$ cat config.mk
export PLATFORM = sky130hd
export DESIGN_NAME = bpi_cmd_seq
export DESIGN_NICKNAME = d
export VERILOG_FILES = /design/src/rtl/bpi_cmd_seq.sv
export SDC_FILE = /design/constraint.sdc
export NUM_CORES = 1
export LEC_CHECK = 0
export CORE_MARGIN = 2
export CORE_UTILIZATION = 40
export CTS_CLUSTER_DIAMETER = 200
export CTS_CLUSTER_SIZE = 16
export DETAILED_ROUTE_END_ITERATION = 7
export PLACE_DENSITY = 0.8
export RECOVER_POWER = 100
export SLEW_MARGIN = 20
export SYNTH_ARGS = -nofsm -noshare
export SYNTH_HDL_FRONTEND = slang
export SYNTH_SLANG_ARGS = --single-unit
$ cat constraint.sdc
create_clock -name clk -period 1.3 [get_ports clk]
set_input_delay 0.26 -clock clk [delete_from_list [all_inputs] [get_ports clk]]
set_output_delay 0.26 -clock clk [all_outputs]
set_load 0.01 [all_outputs]
$ cat src/rtl/bpi_cmd_seq.sv
// BPI flash command sequencer: turns unlock/erase/program/read-status commands into flash word accesses.
// Optional macro BPI_CMD_SEQ_TIMEOUT_EN bounds each status poll phase to C_POLL_LIMIT reads.
module bpi_cmd_seq #(
  parameter int unsigned C_ADDR_WIDTH = 26,
  parameter int unsigned C_MEM_WIDTH  = 16,
  parameter int unsigned C_POLL_LIMIT = 1048576
) (
  input  logic                    clk,
  input  logic                    rst,
  input  logic                    cmd_valid,
  output logic                    cmd_ready,
  input  logic [1:0]              cmd_op,
  input  logic [C_ADDR_WIDTH-1:0] cmd_addr,
  input  logic [C_MEM_WIDTH-1:0]  cmd_data,
  output logic                    done_valid,
  output logic [7:0]              done_status,
  output logic                    done_err,
  output logic                    mem_req,
  output logic                    mem_we,
  output logic [C_ADDR_WIDTH-1:0] mem_addr,
  output logic [C_MEM_WIDTH-1:0]  mem_wdata,
  input  logic                    mem_ack,
  input  logic [C_MEM_WIDTH-1:0]  mem_rdata
);

  typedef enum logic [2:0] {IDLE, WR1, WR2, POLL, CLR, ARRAY, DONE} state_t;
  typedef enum logic [1:0] {OP_UNLOCK, OP_ERASE, OP_PROG, OP_STAT} op_t;

  state_t                  state_q, state_d;
  op_t                     op_q;
  logic [C_ADDR_WIDTH-1:0] addr_q;
  logic [C_MEM_WIDTH-1:0]  data_q;
  logic [7:0]              status_q;
  logic                    err_q;

  logic                    acked;
  logic                    issue;
  logic                    iss_we;
  logic [C_MEM_WIDTH-1:0]  iss_wdata;
  logic                    stat_ld;
  logic                    err_set;

`ifdef BPI_CMD_SEQ_TIMEOUT_EN
  localparam int unsigned CNT_W = (C_POLL_LIMIT > 1) ? $clog2(C_POLL_LIMIT) : 1;
  logic [CNT_W-1:0] poll_cnt;
  logic             poll_inc;
  logic             unused_bits;
  assign unused_bits = ^mem_rdata[C_MEM_WIDTH-1:8];
`else
  logic             unused_bits;
  assign unused_bits = ^{mem_rdata[C_MEM_WIDTH-1:8], 1'(C_POLL_LIMIT)};
`endif

  function automatic logic [C_MEM_WIDTH-1:0] code(input logic [7:0] c);
    code      = '0;
    code[7:0] = c;
  endfunction

  assign acked      = mem_req & mem_ack;
  assign cmd_ready  = (state_q == IDLE) && !rst;
  assign done_valid = (state_q == DONE) && !rst;

  // Each access state raises mem_req only while it is low; because the state advances
  // on the ack edge, the next access always sees exactly one idle cycle first.
  always_comb begin
    state_d   = state_q;
    issue     = 1'b0;
    iss_we    = 1'b1;
    iss_wdata = '0;
    stat_ld   = 1'b0;
    err_set   = 1'b0;
`ifdef BPI_CMD_SEQ_TIMEOUT_EN
    poll_inc  = 1'b0;
`endif
    case (state_q)
      IDLE: begin
        if (cmd_valid) state_d = WR1;
      end
      WR1: begin
        issue = !mem_req;
        case (op_q)
          OP_UNLOCK: iss_wdata = code(8'h60);
          OP_ERASE:  iss_wdata = code(8'h20);
          OP_PROG:   iss_wdata = code(8'h40);
          default:   iss_wdata = code(8'h70);
        endcase
        if (acked) state_d = (op_q == OP_STAT) ? POLL : WR2;
      end
      WR2: begin
        issue     = !mem_req;
        iss_wdata = (op_q == OP_PROG) ? data_q : code(8'hD0);
        if (acked) state_d = (op_q == OP_UNLOCK) ? ARRAY : POLL;
      end
      POLL: begin
        issue  = !mem_req;
        iss_we = 1'b0;
        if (acked) begin
          if (op_q == OP_STAT) begin
            stat_ld = 1'b1;
            state_d = ARRAY;
          end else if (mem_rdata[7]) begin
            stat_ld = 1'b1;
            if (|mem_rdata[5:1]) begin
              err_set = 1'b1;
              state_d = CLR;
            end else begin
              state_d = ARRAY;
            end
          end
`ifdef BPI_CMD_SEQ_TIMEOUT_EN
          else if (poll_cnt == CNT_W'(C_POLL_LIMIT - 1)) begin
            stat_ld = 1'b1;
            err_set = 1'b1;
            state_d = CLR;
          end else begin
            poll_inc = 1'b1;
          end
`endif
        end
      end
      CLR: begin
        issue     = !mem_req;
        iss_wdata = code(8'h50);
        if (acked) state_d = ARRAY;
      end
      ARRAY: begin
        issue     = !mem_req;
        iss_wdata = code(8'hFF);
        if (acked) state_d = DONE;
      end
      DONE: begin
        state_d = IDLE;
      end
      default: begin
        state_d = IDLE;
      end
    endcase
  end

  always_ff @(posedge clk) begin
    if (rst) begin
      state_q     <= IDLE;
      op_q        <= OP_UNLOCK;
      addr_q      <= '0;
      data_q      <= '0;
      status_q    <= '0;
      err_q       <= 1'b0;
      mem_req     <= 1'b0;
      mem_we      <= 1'b0;
      mem_addr    <= '0;
      mem_wdata   <= '0;
      done_status <= '0;
      done_err    <= 1'b0;
`ifdef BPI_CMD_SEQ_TIMEOUT_EN
      poll_cnt    <= '0;
`endif
    end else begin
      state_q <= state_d;
      if (state_q == IDLE && cmd_valid) begin
        op_q     <= op_t'(cmd_op);
        addr_q   <= cmd_addr;
        data_q   <= cmd_data;
        status_q <= 8'h80;
        err_q    <= 1'b0;
`ifdef BPI_CMD_SEQ_TIMEOUT_EN
        poll_cnt <= '0;
`endif
      end
      if (issue) begin
        mem_req   <= 1'b1;
        mem_we    <= iss_we;
        mem_addr  <= addr_q;
        mem_wdata <= iss_wdata;
      end else if (acked) begin
        mem_req <= 1'b0;
      end
      if (stat_ld) status_q <= mem_rdata[7:0];
      if (err_set) err_q <= 1'b1;
`ifdef BPI_CMD_SEQ_TIMEOUT_EN
      if (poll_inc) poll_cnt <= poll_cnt + 1'b1;
`endif
      // Completion results only change as the final access finishes, so they hold across idle.
      if (state_q == ARRAY && acked) begin
        done_status <= status_q;
        done_err    <= err_q;
      end
    end
  end

endmodule

==> results of run 1 <==
-- through the flow --
stage / hold WS [ns] / instance area (µm²) / total power [µW] / TNS (ns) / util, %
after global placement: 0.439 / 5720 / 7160 / -32.50 / 56.1
final: 0.403 / 6550 / 10300 / -27.01 / 64.3
after CTS: 0.358 / 6230 / 9750 / -26.19 / 61.2
after floorplan: 0.396 / 4240 / 5810 / -1.89 / -
after global routing: 0.414 / 6550 / 10800 / -33.89 / 64.3
after detailed placement: 0.444 / 5720 / 7250 / -36.44 / 56.1
-- cells in the mapped netlist, types with 2 or more instances --
cell type / count / share of area, %
a22oi_1: 8 / 1.5
nor3b_1: 3 / 0.55
o21ai_0: 2 / 0.24
nor2b_1: 2 / 0.30
a211oi_1: 2 / 0.36
inv_1: 2 / 0.18
buf_4: 10 / 1.8
nor3_2: 2 / 0.49
o22ai_1: 2 / 0.30
nor2_1: 23 / 2.1
dfxtp_1: 109 / 53
nand2b_1: 6 / 0.91
buf_2: 8 / 0.97
a21oi_1: 99 / 12
nand3_1: 18 / 2.2
nand2_1: 160 / 15
nor3_1: 13 / 1.6
clkbuf_1: 21 / 1.9
-- metal layers --
layer  global-route usage (%)  vias up  wire, µm
met1                     27.8     1990      5420
met5                        0        -         0
met2                     37.8      134      6350
li1                         -     2015         -
met3                     4.14       17       588
met4                     7.42        0       288
-- state kept, by name, summed over array words and instances (netlist names) --
name         cells
addr_q          26
data_q          16
done_err         1
done_status      8
err_q            1
mem_addr        26
mem_req          1
mem_wdata       16
mem_we           1
op_q             2
state_q          3
status_q         8
-- worst max-delay path, delay by kind of cell, from the launching register on --
| family | cells | cell delay, ns |
|---|---|---|
| flip-flops | 1 | 0.40 |
| AND/OR/NAND/NOR | 2 | 0.10 |
| buffers and inverters | 3 | 0.44 |
| AO/OA/AOI/OAI | 2 | 0.55 |
-- kinds of logic after synthesis --
logic type | after synthesis | share of synthesized area (%)
buffers and inverters | 43 | 5.10
AND/OR/NAND/NOR | 237 | 24.9
multiplexers | 1 | 0.243
flip-flops | 109 | 52.9
AO/OA/AOI/OAI | 124 | 16.8
-- repair_timing --
| action | 4_1_cts | 5_1_grt |
|---|---|---|
| setup buffers | 7 | 5 |
| resized for setup | 121 | 87 |
| endpoints found under the setup margin | 164 | 135 |
| gates cloned | 6 | 4 |
| pin swaps | 26 | 18 |
-- where the power goes --
part           switching (µW)  internal [µW]
sequential                329           3820
clock                    1210            725
combinational            2030           2180
total                    3570           6730
-- cell type report --
class	instances	area share, %
timing repair buffer	178	28.6
multi-input combinational	363	32.1
tap	136	2.60
sequential	109	33.8
inverter	2	0.115
clock inverter	7	0.917
clock buffer	9	1.89
-- worst paths after layout --
check / from / to / slack (ns) / cells after the start
worst min-delay path: rst / state_q[2] / 0.40 / 3
worst min register to register: addr_q[3] / mem_addr[3] / 0.46 / 2
worst max-delay path: state_q[0] / mem_wdata[13] / -0.32 / 7
worst max register to register: state_q[0] / mem_wdata[13] / -0.32 / 7
==> flow_metrics.tcl, run 1 <==
set metrics [dict create \
    outcome "finished, violations left" \
    violations "negative setup slack" \
    synth_cell_types 42 \
    nFillCells 868 \
    grt_pass1_wl_um 19700 \
    ir_drop_v 0.000760 \
    cp-start-kind "flip-flop" \
    drt_pre_antenna_iters 5 \
    layout_common_cells "nand2_1 (127), dfxtp_1 (94), a21oi_1 (89)" \
    fin_crit_sh_pct 125 \
    multi_input_area_um2 2100 \
    crit_slowest_cell "dfxtp_4" \
    path_max_fanout 5 \
    maxCapViolCount 0 \
    synth_enable_flop_cells 0 \
    crit_chain "buf_6 -> nor3_4 -> buf_4 -> a211o_4 -> clkbuf_16 -> a22oi_2 -> nor2_1" \
    drive_above_1_share_pct 28.0 \
    dp_slack_ns -0.469 \
    grt_pass1_vias 3983 \
    endpoint_kind "flip-flop" \
    slew_headroom_pct 45.4 \
    area_growth_pct 58.9 \
    fin_ws_ns -0.324 \
    syn_inst 514 \
    gp_congestion 0.852 \
    wl_um 12700 \
    fin_crit_ns 1.62 \
    io_pins 119 \
    vias_per_cell 5.17 \
    num_rows 37 \
    required_ns 1.52 \
    place_hpwl_um 7790 \
    antenna_left 0 \
    final.setup_skew_ns 0.0111 \
    dieArea_um2 11100 \
    cts_htree_levels 3 \
    netlist_area_um2 4120 \
    clock-root-buffer "clkbuf_8" \
    insertion_delay_ns 0.36 \
    cts_tree "yes" \
    core_area_um2 10200 \
    final-seq-area_um2 2210 \
    die_h_um 106 \
    crit_type "reg -> reg" \
    grt_max_degree 84 \
    hp-class "in -> reg" \
    die_x_um 106 \
    max_freq_mhz 616 \
    diodes 0 \
    setup_viol 110 \
    final_common_cell "nand2_1" \
    place_inst 768 \
    cts_buffers 9 \
    async_flop_share_pct 0 \
    ys_seq_elements 109 \
    rsz0062_at_grt "true" \
    drt_iter0_drc 218 \
    instances_no_fill 804 \
    layout.nets 727 \
    synth_area_per_cell_um2 8.02 \
    critPathArrivalTime_ns 1.85 \
    power.density_nw_per_um2 1570 \
    p_leak_uw 0.00255 \
    synth_nets 578 \
    hold_buffers 0 \
    track_usage_pct 22.0 \
    initial_core_util_pct 40.5 \
    slew_violations 0 \
    synth_warnings 0 \
    clock-sinks 109 \
    cts_buffer_depth 2 \
    port_buffers 110 \
    antenna_found_initial 0 \
    dr_total_vias 4156 \
    overflow 0 \
    ys_seq_area_share_pct 52.9 \
    worst_slew_pin_slew_ns 0.819 \
    wl_per_cell_um 15.7 \
    clk_pin_slew_ns 0.11 \
    slowest_delay_ns 0.40 \
    drc_errors 0 \
    synthFlopType "dfxtp_1" \
    hold_violations 0 \
]
Note: power is estimated with default switching activity, not from simulation.
==> inputs of run 2 (changes only) <==
Settings changed: HOLD_SLACK_MARGIN set to 0.03.
==> results of run 2 <==
Same layout as run 1: the final DEF is identical, and so are final timing and power.
